--- config.mk ---
export PLATFORM = sky130hd
export DESIGN_NAME = pc_redirect_ctrl_flat
export DESIGN_NICKNAME = d
export VERILOG_FILES = /design/src/rtl/pc_redirect_ctrl_if.sv /design/src/rtl/pc_redirect_ctrl.sv /design/src/flat_wrapper.sv
export SDC_FILE = /design/constraint.sdc
export NUM_CORES = 1
export LEC_CHECK = 0
export ABC_AREA = 1
export CAP_MARGIN = 20
export CORE_UTILIZATION = 52
export DETAILED_ROUTE_END_ITERATION = 8
export PLACE_DENSITY = 0.91
export SETUP_SLACK_MARGIN = 0.2
export SYNTH_ARGS = -nofsm -noshare
export SYNTH_HDL_FRONTEND = slang
export SYNTH_SLANG_ARGS = --single-unit
--- constraint.sdc ---
create_clock -name clk -period 8.4 [get_ports clk]
set_clock_uncertainty 0.05 [all_clocks]
set_input_delay 2.52 -clock clk [delete_from_list [all_inputs] [get_ports clk]]
set_output_delay 2.52 -clock clk [all_outputs]
set_load 0.02 [all_outputs]
--- src/rtl/pc_redirect_ctrl_if.sv ---
// Front-end redirect bus between the pipeline (master) and the next-PC controller (slave).
// Trap signals exist only when YSYX22040228_PC_TRAP_EN is defined.
interface pc_redirect_ctrl_if #(
  parameter int PC_W = 64
);
  logic [PC_W-1:0] seq_pc_i;
  logic            bp_taken_i;
  logic [PC_W-1:0] bp_pc_i;
  logic            id_redir_i;
  logic [PC_W-1:0] id_pc_i;
  logic            ex_redir_i;
  logic [PC_W-1:0] ex_pc_i;
`ifdef YSYX22040228_PC_TRAP_EN
  logic            trap_i;
  logic [PC_W-1:0] trap_pc_i;
`endif
  logic            stall_i;
  logic            br_issue_i;
  logic            br_resolve_i;
  logic [PC_W-1:0] pc_o;
  logic            pc_ld_o;
  logic [2:0]      pc_src_o;
  logic            flush_o;
  logic [1:0]      br_cnt_o;
  logic            bp_block_o;

  modport master (
`ifdef YSYX22040228_PC_TRAP_EN
    output trap_i, trap_pc_i,
`endif
    output seq_pc_i, bp_taken_i, bp_pc_i, id_redir_i, id_pc_i,
    output ex_redir_i, ex_pc_i, stall_i, br_issue_i, br_resolve_i,
    input  pc_o, pc_ld_o, pc_src_o, flush_o, br_cnt_o, bp_block_o
  );

  modport slave (
`ifdef YSYX22040228_PC_TRAP_EN
    input  trap_i, trap_pc_i,
`endif
    input  seq_pc_i, bp_taken_i, bp_pc_i, id_redir_i, id_pc_i,
    input  ex_redir_i, ex_pc_i, stall_i, br_issue_i, br_resolve_i,
    output pc_o, pc_ld_o, pc_src_o, flush_o, br_cnt_o, bp_block_o
  );
endinterface

--- src/rtl/pc_redirect_ctrl.sv ---
// Next-PC sequencing controller: source arbitration, stall-time redirect capture, flush and branch tracking.
// Optional trap source enabled by defining YSYX22040228_PC_TRAP_EN.
module pc_redirect_ctrl #(
  parameter int              PC_W      = 64,
  parameter logic [PC_W-1:0] START_PC  = PC_W'(64'h8000_0000),
  parameter int              FLUSH_CYC = 2
) (
  input logic               clk,
  input logic               rst,
  pc_redirect_ctrl_if.slave bus
);

  localparam logic [2:0] SRC_SEQ  = 3'd0;
  localparam logic [2:0] SRC_BP   = 3'd1;
  localparam logic [2:0] SRC_ID   = 3'd2;
  localparam logic [2:0] SRC_EX   = 3'd3;
  localparam logic [2:0] SRC_TRAP = 3'd4;
  localparam logic [2:0] SRC_RST  = 3'd7;
  localparam logic [2:0] FLUSH_LD = 3'(FLUSH_CYC);

  typedef enum logic [1:0] {
    ST_RESET,
    ST_RUN,
    ST_HOLD,
    ST_FLUSH
  } state_t;

  state_t          state;
  logic [PC_W-1:0] pc_q;
  logic            ld_q;
  logic [2:0]      src_q;
  logic            flush_q;
  logic [2:0]      fcnt;
  logic [1:0]      br_cnt;
  logic            bp_block;
  logic            pend_vld;
  logic [2:0]      pend_src;
  logic [PC_W-1:0] pend_pc;

  logic            trap_req;
  logic [PC_W-1:0] trap_tgt;
  logic            pulse_vld;
  logic [2:0]      pulse_src;
  logic [PC_W-1:0] pulse_pc;
  logic            pulse_redir;
  logic [2:0]      run_src;
  logic [PC_W-1:0] run_pc;
  logic            merge_vld;
  logic [2:0]      merge_src;
  logic [PC_W-1:0] merge_pc;
  logic [2:0]      hold_src;
  logic [PC_W-1:0] hold_pc;
  logic            redir_fire;
  logic [1:0]      br_cnt_nxt;

`ifdef YSYX22040228_PC_TRAP_EN
  assign trap_req = bus.trap_i;
  assign trap_tgt = bus.trap_pc_i;
`else
  assign trap_req = 1'b0;
  assign trap_tgt = '0;
`endif

  // Source codes are ordered so that a larger code always means higher priority.
  always_comb begin
    pulse_vld = 1'b1;
    pulse_src = SRC_TRAP;
    pulse_pc  = trap_tgt;
    if (trap_req) begin
      pulse_src = SRC_TRAP;
      pulse_pc  = trap_tgt;
    end else if (bus.ex_redir_i) begin
      pulse_src = SRC_EX;
      pulse_pc  = bus.ex_pc_i;
    end else if (bus.id_redir_i) begin
      pulse_src = SRC_ID;
      pulse_pc  = bus.id_pc_i;
    end else begin
      pulse_vld = 1'b0;
      pulse_src = SRC_SEQ;
      pulse_pc  = bus.seq_pc_i;
    end
  end

  assign pulse_redir = pulse_vld && (pulse_src >= SRC_EX);

  always_comb begin
    run_src = SRC_SEQ;
    run_pc  = bus.seq_pc_i;
    if (pulse_vld) begin
      run_src = pulse_src;
      run_pc  = pulse_pc;
    end else if (bus.bp_taken_i && !bp_block) begin
      run_src = SRC_BP;
      run_pc  = bus.bp_pc_i;
    end
  end

  always_comb begin
    merge_vld = pend_vld || pulse_vld;
    merge_src = pend_src;
    merge_pc  = pend_pc;
    if (pulse_vld && (!pend_vld || (pulse_src > pend_src))) begin
      merge_src = pulse_src;
      merge_pc  = pulse_pc;
    end
  end

  assign hold_src = merge_vld ? merge_src : run_src;
  assign hold_pc  = merge_vld ? merge_pc  : run_pc;

  always_comb begin
    redir_fire = 1'b0;
    case (state)
      ST_RUN:   redir_fire = !bus.stall_i && pulse_redir;
      ST_HOLD:  redir_fire = !bus.stall_i && (hold_src >= SRC_EX);
      ST_FLUSH: redir_fire = pulse_redir;
      default:  redir_fire = 1'b0;
    endcase
  end

  always_ff @(posedge clk) begin
    if (rst) begin
      state    <= ST_RESET;
      pc_q     <= START_PC;
      ld_q     <= 1'b0;
      src_q    <= SRC_RST;
      flush_q  <= 1'b0;
      fcnt     <= '0;
      pend_vld <= 1'b0;
      pend_src <= SRC_SEQ;
      pend_pc  <= '0;
    end else begin
      ld_q <= 1'b0;
      case (state)
        ST_RESET: begin
          pc_q  <= START_PC;
          ld_q  <= 1'b1;
          src_q <= SRC_RST;
          state <= ST_RUN;
        end
        ST_RUN: begin
          if (bus.stall_i) begin
            state    <= ST_HOLD;
            pend_vld <= pulse_vld;
            pend_src <= pulse_src;
            pend_pc  <= pulse_pc;
          end else begin
            pc_q  <= run_pc;
            ld_q  <= 1'b1;
            src_q <= run_src;
            if (pulse_redir) begin
              state   <= ST_FLUSH;
              flush_q <= 1'b1;
              fcnt    <= FLUSH_LD;
            end
          end
        end
        ST_HOLD: begin
          if (bus.stall_i) begin
            pend_vld <= merge_vld;
            pend_src <= merge_src;
            pend_pc  <= merge_pc;
          end else begin
            pc_q     <= hold_pc;
            ld_q     <= 1'b1;
            src_q    <= hold_src;
            pend_vld <= 1'b0;
            if (redir_fire) begin
              state   <= ST_FLUSH;
              flush_q <= 1'b1;
              fcnt    <= FLUSH_LD;
            end else begin
              state <= ST_RUN;
            end
          end
        end
        ST_FLUSH: begin
          // Wrong-path id/bp requests are dropped; only a fresh ex/trap can redirect here.
          if (pulse_redir) begin
            pc_q  <= pulse_pc;
            ld_q  <= 1'b1;
            src_q <= pulse_src;
            fcnt  <= FLUSH_LD;
          end else if (fcnt <= 3'd1) begin
            pc_q    <= bus.seq_pc_i;
            ld_q    <= 1'b1;
            src_q   <= SRC_SEQ;
            flush_q <= 1'b0;
            state   <= ST_RUN;
          end else begin
            fcnt <= fcnt - 3'd1;
          end
        end
        default: state <= ST_RESET;
      endcase
    end
  end

  always_comb begin
    br_cnt_nxt = br_cnt;
    if (redir_fire) begin
      br_cnt_nxt = 2'd0;
    end else if (bus.br_issue_i && !bus.br_resolve_i && (br_cnt != 2'd3)) begin
      br_cnt_nxt = br_cnt + 2'd1;
    end else if (bus.br_resolve_i && !bus.br_issue_i && (br_cnt != 2'd0)) begin
      br_cnt_nxt = br_cnt - 2'd1;
    end
  end

  always_ff @(posedge clk) begin
    if (rst) begin
      br_cnt   <= 2'd0;
      bp_block <= 1'b0;
    end else begin
      br_cnt   <= br_cnt_nxt;
      bp_block <= (br_cnt_nxt == 2'd3);
    end
  end

  assign bus.pc_o       = pc_q;
  assign bus.pc_ld_o    = ld_q;
  assign bus.pc_src_o   = src_q;
  assign bus.flush_o    = flush_q;
  assign bus.br_cnt_o   = br_cnt;
  assign bus.bp_block_o = bp_block;

endmodule

--- src/flat_wrapper.sv ---
// flat-port wrapper written by rule: the top's interface ports become plain ports
module pc_redirect_ctrl_flat 
#(
  parameter int              PC_W      = 64,
  parameter logic [PC_W-1:0] START_PC  = PC_W'(64'h8000_0000),
  parameter int              FLUSH_CYC = 2
)
  (clk, rst, bus_seq_pc_i, bus_bp_taken_i, bus_bp_pc_i, bus_id_redir_i, bus_id_pc_i, bus_ex_redir_i, bus_ex_pc_i, bus_stall_i, bus_br_issue_i, bus_br_resolve_i, bus_pc_o, bus_pc_ld_o, bus_pc_src_o, bus_flush_o, bus_br_cnt_o, bus_bp_block_o);
  pc_redirect_ctrl_if #(.PC_W(PC_W)) bus_i ();
  input logic clk;
  input logic rst;
  input wire logic [$bits(bus_i.seq_pc_i)-1:0] bus_seq_pc_i;
  input wire logic [$bits(bus_i.bp_taken_i)-1:0] bus_bp_taken_i;
  input wire logic [$bits(bus_i.bp_pc_i)-1:0] bus_bp_pc_i;
  input wire logic [$bits(bus_i.id_redir_i)-1:0] bus_id_redir_i;
  input wire logic [$bits(bus_i.id_pc_i)-1:0] bus_id_pc_i;
  input wire logic [$bits(bus_i.ex_redir_i)-1:0] bus_ex_redir_i;
  input wire logic [$bits(bus_i.ex_pc_i)-1:0] bus_ex_pc_i;
  input wire logic [$bits(bus_i.stall_i)-1:0] bus_stall_i;
  input wire logic [$bits(bus_i.br_issue_i)-1:0] bus_br_issue_i;
  input wire logic [$bits(bus_i.br_resolve_i)-1:0] bus_br_resolve_i;
  output wire logic [$bits(bus_i.pc_o)-1:0] bus_pc_o;
  output wire logic [$bits(bus_i.pc_ld_o)-1:0] bus_pc_ld_o;
  output wire logic [$bits(bus_i.pc_src_o)-1:0] bus_pc_src_o;
  output wire logic [$bits(bus_i.flush_o)-1:0] bus_flush_o;
  output wire logic [$bits(bus_i.br_cnt_o)-1:0] bus_br_cnt_o;
  output wire logic [$bits(bus_i.bp_block_o)-1:0] bus_bp_block_o;
  assign bus_i.seq_pc_i = bus_seq_pc_i;
  assign bus_i.bp_taken_i = bus_bp_taken_i;
  assign bus_i.bp_pc_i = bus_bp_pc_i;
  assign bus_i.id_redir_i = bus_id_redir_i;
  assign bus_i.id_pc_i = bus_id_pc_i;
  assign bus_i.ex_redir_i = bus_ex_redir_i;
  assign bus_i.ex_pc_i = bus_ex_pc_i;
  assign bus_i.stall_i = bus_stall_i;
  assign bus_i.br_issue_i = bus_br_issue_i;
  assign bus_i.br_resolve_i = bus_br_resolve_i;
  assign bus_pc_o = bus_i.pc_o;
  assign bus_pc_ld_o = bus_i.pc_ld_o;
  assign bus_pc_src_o = bus_i.pc_src_o;
  assign bus_flush_o = bus_i.flush_o;
  assign bus_br_cnt_o = bus_i.br_cnt_o;
  assign bus_bp_block_o = bus_i.bp_block_o;
  pc_redirect_ctrl #(.PC_W(PC_W), .START_PC(START_PC), .FLUSH_CYC(FLUSH_CYC)) u_core (.clk(clk), .rst(rst), .bus(bus_i));
endmodule
==> results.toml, run 1 <==
[run_status]
outcome = "completed"

[placed_design]
io_buffers = 335
dp.final_hpwl_um = 26500
gp_congestion = 0.905

[route]
wl_um = 42400
vias = 13800
first_pass_iters = 7
wl_per_cell_um = 19.0
drt_iter0_drc = 1499
drcViolationCount = 0
vias_per_cell = 6.18
antenna_left = 0

[timing]
slew_violations = 0
post-route-period-util = 0.714
rsz0062_at_grt = "no"
final_hold_viol_count = 0
max_freq_ghz = 0.167
slew_headroom = 0.227
final.min_clock_period_ns = 6.00
setup_tns_ns = 0
tightest_slew_ns = 1.16
final-setup-viol-count = 0

[logic_synthesis]
synthArstFlopShare = 0
synth_nets = 1995
synth_flop_cell = "dfxtp_1"
synthTopCellsByArea = "dfxtp_1, nand2_1, o21ai_0"
synth-edff-count = 0
synth_seq_area_share = 0.270
synth.distinct_cells = 44
synth_top_area_cell = "dfxtp_1"
syn_avg_cell_area_um2 = 6.26
synth_top_area_share = 0.270
synth_warnings = 0
synth.ff_latch_count = 145
netlist_instances = 1721
netlist_area_um2 = 10800

[global_routing]
grt_use_total = 0.388
grt_pass1_wl_um = 66800
grt_overflow_total = 0
grt_max_degree = 93
grt_pass1_vias = 13300
antenna_found_initial = 1

[clocking]
numCtsBuffers = 17
root_buffer = "clkbuf_16"
postCtsResizedCells = 0
clk_latency_ns = 0.42
cts_buffer_depth = 2
cts_hold_buf = 0
cts-htree-levels = 4
post_cts_buffers = 0
path_clk_slew_ns = 0.06
cts_tree = "yes"
cts.sinks = 145

[die]
io_pins = 336
die_x_um = 146
start_util = 0.531
die_h_um = 146
design.core.area_um2 = 20300
core.rowCount = 52
die_area_um2 = 21300

[power_and_ir_drop]
p_total_mw = 2.34
leakagePower_nw = 5.56
power.density_nw_per_um2 = 161
power.share.clock = 0.358
p_comb_frac = 0.308
switching_share = 0.333
peakVddDrop_mv = 0.136
p_sw_mw = 0.780
power.internal_mw = 1.56
power_frac_seq = 0.334

[critical_path]
critPathKind = "primary input to register"
crit_required_ns = 8.62
cp-start-kind = "primary input"
critPathArrivalTime_ns = 6.22
r2r_cells = 11
critical_path.max_fanout = 37
critPathCaptureType = "register"

[layout]
area.growth.synth_to_final_pct = 35.5
layout-drive-gt1-share = 0.0684
nNetsFinal = 2221

[flow_run]
cap_violations = 0

[min_path]
hold_path_class = "register to register"
worstHoldPathCells = 2
==> cell families (layout without fill, tap and decap cells) <==
kind of cell             after synthesis  count (layout)  synth area share
other                                  0               1                 0
AO/OA/AOI/OAI                        662             662             0.363
adder cells (fa/ha/maj)               10              10            0.0116
XOR/XNOR                               2               2           0.00163
AND/OR/NAND/NOR                      630             630             0.244
buffers and inverters                272             511             0.110
flip-flops                           145             145             0.270
==> cell type report <==
class | count | area [um^2]
timing repair buffer | 355 | 3530
inverter | 124 | 473
clock buffer | 21 | 470
tap | 270 | 338
clock inverter | 11 | 175
sequential | 145 | 2900
multi-input combinational | 1304 | 6700
fill | 1689 | 5710
antenna | 1 | 2.50
==> synth_stat cells, types with 2 or more instances <==
| cell | count |
|---|---|
| buf_1 | 5 |
| a31oi_1 | 32 |
| a31oi_2 | 11 |
| nand2_2 | 4 |
| a22oi_1 | 15 |
| nor2_1 | 217 |
| nand3_1 | 22 |
| inv_1 | 113 |
| a221oi_1 | 3 |
| o221ai_1 | 17 |
| dfxtp_1 | 145 |
| buf_4 | 5 |
| clkbuf_2 | 3 |
| nand4_1 | 3 |
| nand3_2 | 2 |
| nor2_4 | 2 |
| o21ai_1 | 25 |
| and2_1 | 13 |
| a21oi_1 | 208 |
| buf_2 | 56 |
| o22ai_1 | 3 |
| or2_2 | 40 |
| nand2_4 | 2 |
| clkbuf_1 | 70 |
| o211ai_1 | 49 |
| ha_1 | 10 |
| o2111ai_1 | 12 |
| inv_2 | 9 |
| or2_0 | 12 |
| a211oi_1 | 68 |
| o21ai_0 | 214 |
| nor3_1 | 2 |
| xor2_1 | 2 |
| buf_6 | 9 |
| nand2_1 | 308 |
| nor2_2 | 2 |
==> routing by layer <==
| metal | vias up | part of all wire | GRT usage |
|---|---|---|---|
| met5 | - | 0 | 0 |
| met4 | 0 | 0.046 | 0.219 |
| met1 | 6241 | 0.38 | 0.481 |
| met2 | 1017 | 0.46 | 0.637 |
| li1 | 6355 | - | - |
| met3 | 178 | 0.12 | 0.0680 |
==> layout by cell type, fill, tap and decap left out, types with 40 or more instances in the layout <==
cell	count
dfxtp_1	145
inv_1	112
or2_2	40
a211oi_1	68
clkdlybuf4s50_1	333
nand2_1	307
a21oi_1	208
o211ai_1	49
nor2_1	217
o21ai_0	214
==> worst paths after layout <==
check                                        from                                to  slack (ns)
setup reg to reg     u_core.state[1]$_SDFFE_PP0P_   u_core.pend_pc[49]$_SDFFE_PP0P_        4.30
setup / recovery                   bus_id_redir_i  u_core.bus.pc_o[36]$_SDFFE_PP0P_        2.40
hold reg to reg   u_core.pend_src[2]$_SDFFE_PP0P_   u_core.pend_src[2]$_SDFFE_PP0P_        0.41
hold / removal    u_core.pend_src[2]$_SDFFE_PP0P_   u_core.pend_src[2]$_SDFFE_PP0P_        0.41
==> stage by stage <==
stage,cells,cell area (um^2),hold slack [ns],setup WS (ns),utilization
final,2231,14600,0.412,2.40,0.719
after floorplan,1721,10800,0.388,3.67,-
after global placement,2196,13900,0.401,2.26,0.684
after CTS,2228,14500,0.411,2.51,0.716
after detailed placement,2196,13900,0.403,2.12,0.684
after global routing,2231,14600,0.431,2.26,0.719
==> power groups by stage <==
stage / registers [mW] / logic, mW / clock network [mW]
3_3_place_gp: 0.793 / 0.679 / 0
3_5_place_dp: 0.795 / 0.695 / 0
2_1_floorplan: 0.810 / 0.399 / 0
5_1_grt: 0.788 / 0.777 / 0.866
6_report: 0.783 / 0.722 / 0.839
4_1_cts: 0.781 / 0.701 / 0.839
==> flip-flops by register name (all words and copies together), names as in the netlist <==
name and flops:
u_core.bus.pc_o 64, u_core.bus.pc_ld_o 1, u_core.pend_vld 1, u_core.bus.flush_o 1
u_core.bus.pc_src_o 3, u_core.pend_pc 64, u_core.fcnt 3, u_core.bus.bp_block_o 1
u_core.bus.br_cnt_o 2, u_core.state 2, u_core.pend_src 3
==> critical path, cell delays in order <==
cell	delay, ns
clkdlybuf4s50_1	0.46
buf_4	0.31
nor2_4	0.08
inv_4	0.27
ha_1	0.31
a21oi_1	0.13
nand2_1	0.06
nand2_1	0.11
nand2_4	0.20
inv_2	0.71
buf_4	0.44
a21oi_1	0.11
o21ai_0	0.10
o221ai_1	0.18
nand2_1	0.13
a21oi_1	0.07
No activity file was read; power rests on OpenSTA's default activity.
==> inputs of run 2 (changes only) <==
- CORE_UTILIZATION: 52 -> 48
- PLACE_DENSITY: 0.91 -> 0.85
- clock period: 8.4 -> 6.2 ns (I/O delays scaled with it)
==> run 2 against run 1 <==
Count of clock-buffer cells in the layout is 3 lower. Cell area is 0.21% higher. Core utilization is 5.1 points lower. Cell count is 0.58% higher. Via count is 0.97% lower. Wire length is 2.8% higher. Largest cell class unchanged. Hold slack worse by 0.0012 ns. Critical path depth is 1 lower. Flip-flop and latch count stayed put.
==> results.toml, run 2 (synthesized netlist as in run 1, its figures left out) <==
[run_status]
outcome = "completed"

[clocking]
root_buffer = "clkbuf_16"
cts_tree = "yes"
path_clk_slew_ns = 0.06
clk_latency_ns = 0.44
cts_hold_buf = 0
post_cts_buffers = 0
cts-htree-levels = 4
postCtsResizedCells = 0
cts_buffer_depth = 2
cts.sinks = 145
numCtsBuffers = 17

[route]
vias_per_cell = 6.09
wl_per_cell_um = 19.4
vias = 13700
drt_iter0_drc = 1339
wl_um = 43500
first_pass_iters = 5
antenna_left = 0
drcViolationCount = 0

[timing]
setup_tns_ns = 0
final.min_clock_period_ns = 4.81
max_freq_ghz = 0.208
final_hold_viol_count = 0
final-setup-viol-count = 0
post-route-period-util = 0.775
tightest_slew_ns = 1.18
slew_violations = 0
slew_headroom = 0.211
rsz0062_at_grt = "no"

[global_routing]
grt_pass1_vias = 13000
grt_pass1_wl_um = 66200
grt_overflow_total = 0
grt_use_total = 0.371
grt_max_degree = 93
antenna_found_initial = 2

[layout]
fin_util = 0.668
layout-drive-gt1-share = 0.0698
nNetsFinal = 2225
final_cell_mix = "clkdlybuf4s50_1, nand2_1, nor2_1"
final_common_cell = "clkdlybuf4s50_1"
nFillCells = 1939
area.growth.synth_to_final_pct = 35.7
fin_cells = 2244
fin_area_um2 = 14600

[die]
die_h_um = 152
start_util = 0.492
core.rowCount = 54
die_area_um2 = 23000
die_x_um = 152
io_pins = 336
design.core.area_um2 = 21900

[power_and_ir_drop]
peakVddDrop_mv = 0.188
leakagePower_nw = 5.55
p_total_mw = 3.13
power.density_nw_per_um2 = 214

[placed_design]
io_buffers = 335
dp.final_hpwl_um = 27600
gp_congestion = 0.930
place_inst = 2211
place_area_um2 = 14000

[min_path]
hold_path_class = "register to register"

[flow_run]
cap_violations = 0

[critical_path]
critPathArrivalTime_ns = 5.04
critPathKind = "primary input to register"
critPathCaptureType = "register"
crit_required_ns = 6.44
critical_path.max_fanout = 27
cp-start-kind = "primary input"
run 2: power breakdown:
group / internal [mW] / switching [mW]
sequential: 1.01 / 0.0477
combinational: 0.399 / 0.585
clock: 0.642 / 0.448
total: 2.05 / 1.08
run 2: worst paths after layout:
kind	from	end	slack (ns)	cells past startpoint
worst min register to register	u_core.pend_src[2]$_SDFFE_PP0P_	u_core.pend_src[2]$_SDFFE_PP0P_	0.41	2
worst min-delay path	u_core.pend_src[2]$_SDFFE_PP0P_	u_core.pend_src[2]$_SDFFE_PP0P_	0.41	2
worst max register to register	u_core.state[1]$_SDFFE_PP0P_	u_core.bus.pc_o[51]$_SDFFE_PP0P_	2.95	12
worst max-delay path	bus_id_redir_i	u_core.bus.pc_o[23]$_SDFFE_PP0P_	1.39	15
run 2: per-stage QoR:
step | hold slack [ns] | worst slack, ns
6_report | 0.411 | 1.39
5_1_grt | 0.433 | 1.19
4_1_cts | 0.412 | 1.47
3_5_place_dp | 0.403 | 1.02
3_3_place_gp | 0.403 | 1.13
2_1_floorplan | 0.388 | 2.13
run 2: layer usage:
metal / track usage / vias up / wire, um
met1: 0.451 / 6183 / 16900
met3: 0.0841 / 165 / 5170
met5: 0 / - / 0
met2: 0.599 / 956 / 19300
met4: 0.210 / 0 / 2220
li1: - / 6353 / -
run 2: area by class of cell:
type	instances	area (um^2)	share of cell area
Clock buffer	18	439	0.0300
Multi-Input combinational cell	1304	6700	0.458
Clock inverter	12	160	0.0110
Tap cell	280	350	0.0240
Antenna cell	2	5.00	0.000342
Inverter	124	474	0.0324
Sequential cell	145	2900	0.199
Timing Repair Buffer	359	3590	0.245
run 2: worst max-delay path, cell delays in order:
cell and delay [ns]:
clkdlybuf4s50_1 0.55, nor2_4 0.07, inv_4 0.27, ha_1 0.32, nand2_1 0.07, nand2_1 0.05
nand2_1 0.06, nand2_1 0.10, nand2_4 0.28, nand2_2 0.44, buf_4 0.41, o21ai_0 0.22
o221ai_1 0.16, nand2_1 0.10, a21oi_1 0.07
==> inputs of run 3 (changes only) <==
- clock period: 6.2 -> 5.03 ns (I/O delays scaled with it)
==> run 3 against run 2 <==
Cell count up 0.31%. Flip-flop and latch count unchanged. Wire length down 0.48%. Register-to-register slack worse by 1.2 ns. Critical path depth unchanged. Cell area up 0.19%. Largest cell class unchanged. Highest routed layer unchanged.
==> results.toml, run 3 (synthesized netlist as in run 1, its figures left out) <==
[route]
wl_um = 43300
antenna_left = 0
vias = 13500
first_pass_iters = 6
drt_iter0_drc = 1230
drcViolationCount = 0
vias_per_cell = 6.02
wl_per_cell_um = 19.2

[timing]
rsz0062_at_grt = "no"
final-setup-viol-count = 0
final_hold_viol_count = 0
post-route-period-util = 0.787
slew_violations = 0
max_freq_ghz = 0.253
setup_tns_ns = 0
tightest_slew_ns = 1.14
final.min_clock_period_ns = 3.96
whs_ns = 0.415
slew_headroom = 0.240

[global_routing]
antenna_found_initial = 1
grt_use_total = 0.371
grt_pass1_vias = 12800
grt_max_degree = 113
grt_overflow_total = 0
grt_pass1_wl_um = 66400

[layout]
layout-drive-gt1-share = 0.0712
nNetsFinal = 2228
final_cell_mix = "clkdlybuf4s50_1, nand2_1, nor2_1"
multi_input_comb_area_um2 = 6700
fin_area_um2 = 14600
final_common_cell = "clkdlybuf4s50_1"
area.growth.synth_to_final_pct = 36.0
seq_area_um2 = 2900
nFillCells = 1948

[clocking]
postCtsResizedCells = 0
root_buffer = "clkbuf_16"
cts_hold_buf = 0
post_cts_buffers = 0
cts_tree = "yes"
cts.sinks = 145
path_clk_slew_ns = 0.06
clk_latency_ns = 0.42
cts_buffer_depth = 2
cts-htree-levels = 4
numCtsBuffers = 17

[power_and_ir_drop]
p_total_mw = 3.77
power.density_nw_per_um2 = 257
peakVddDrop_mv = 0.188
leakagePower_nw = 5.56

[flow_run]
cap_violations = 0

[critical_path]
crit_required_ns = 5.27
cp-start-kind = "primary input"
critPathKind = "primary input to register"
slowest_delay_ns = 0.46
crit_chain = "clkdlybuf4s50_1 -> nor2_4 -> inv_4 -> ha_1 -> a21oi_1 -> nand2_1 -> nand2_1 -> nand2_4 -> inv_2 -> buf_4 -> a21oi_1 -> o21ai_0 -> o221ai_1 -> nand2_1 -> a21oi_1"
critPathCaptureType = "register"
crit_slowest_cell = "clkdlybuf4s50_1"
critical_path.max_fanout = 25
critPathArrivalTime_ns = 4.20

[placed_design]
io_buffers = 335
gp_congestion = 0.897
dp.final_hpwl_um = 27700
place_area_um2 = 14100

[die]
start_util = 0.492
core.rowCount = 54
die_h_um = 152
io_pins = 336
die_area_um2 = 23000
die_x_um = 152
design.core.area_um2 = 21900

[min_path]
hold_path_class = "register to register"

[run_status]
outcome = "completed"
run 3: changes by cell type in the layout (fill, tap and decap cells not counted), sizes merged:
cell	change
buf	+3
clkbuf	+2
diode	+2
clkinv	+2
bufinv	-2
run 3: final timing paths:
kind / start / endpoint / slack [ns] / cells after the start
worst max-delay path: bus_id_redir_i / u_core.bus.pc_o[61]$_SDFFE_PP0P_ / 1.07 / 15
worst min-delay path: u_core.bus.pc_o[41]$_SDFFE_PP0P_ / u_core.bus.pc_o[41]$_SDFFE_PP0P_ / 0.41 / 2
worst max register to register: u_core.state[1]$_SDFFE_PP0P_ / u_core.bus.pc_o[4]$_SDFFE_PP0P_ / 1.80 / 12
worst min register to register: u_core.bus.pc_o[41]$_SDFFE_PP0P_ / u_core.bus.pc_o[41]$_SDFFE_PP0P_ / 0.41 / 2
run 3: area by class of cell:
class / instances / share of cell area
Antenna cell: 4 / 0.000683
Clock buffer: 20 / 0.0305
Clock inverter: 12 / 0.00752
Inverter: 124 / 0.0324
Multi-Input combinational cell: 1304 / 0.457
Sequential cell: 145 / 0.198
Tap cell: 280 / 0.0239
Timing Repair Buffer: 362 / 0.249
run 3: worst max-delay path, delay by kind of cell:
| family | cells | cell delay (ns) |
|---|---|---|
| buffers and inverters | 4 | 1.19 |
| and+or+nand+nor | 5 | 0.66 |
| AOI/OAI and AO/OA | 5 | 0.53 |
| adders and majority gates | 1 | 0.28 |
run 3: per-layer routing:
| layer | routed length (um) | vias up | global-route usage |
|---|---|---|---|
| li1 | - | 6374 | - |
| met1 | 17100 | 6133 | 0.476 |
| met2 | 19400 | 885 | 0.581 |
| met3 | 4800 | 149 | 0.0680 |
| met4 | 2040 | 0 | 0.213 |
| met5 | 0 | - | 0 |
run 3: per-stage QoR:
stage	setup slack, ns	util	instances
2_1_floorplan	1.31	-	1721
3_3_place_gp	0.723	0.643	2215
3_5_place_dp	0.686	0.643	2215
4_1_cts	1.10	0.669	2247
5_1_grt	0.873	0.669	2248
6_report	1.07	0.669	2251
run 3: report_power, final:
part	switching [mW]	leakage (nW)	internal [mW]	total [mW]
registers	0.0584	1.18	1.25	1.31
clock network	0.544	0.263	0.696	1.24
logic	0.721	4.12	0.502	1.22
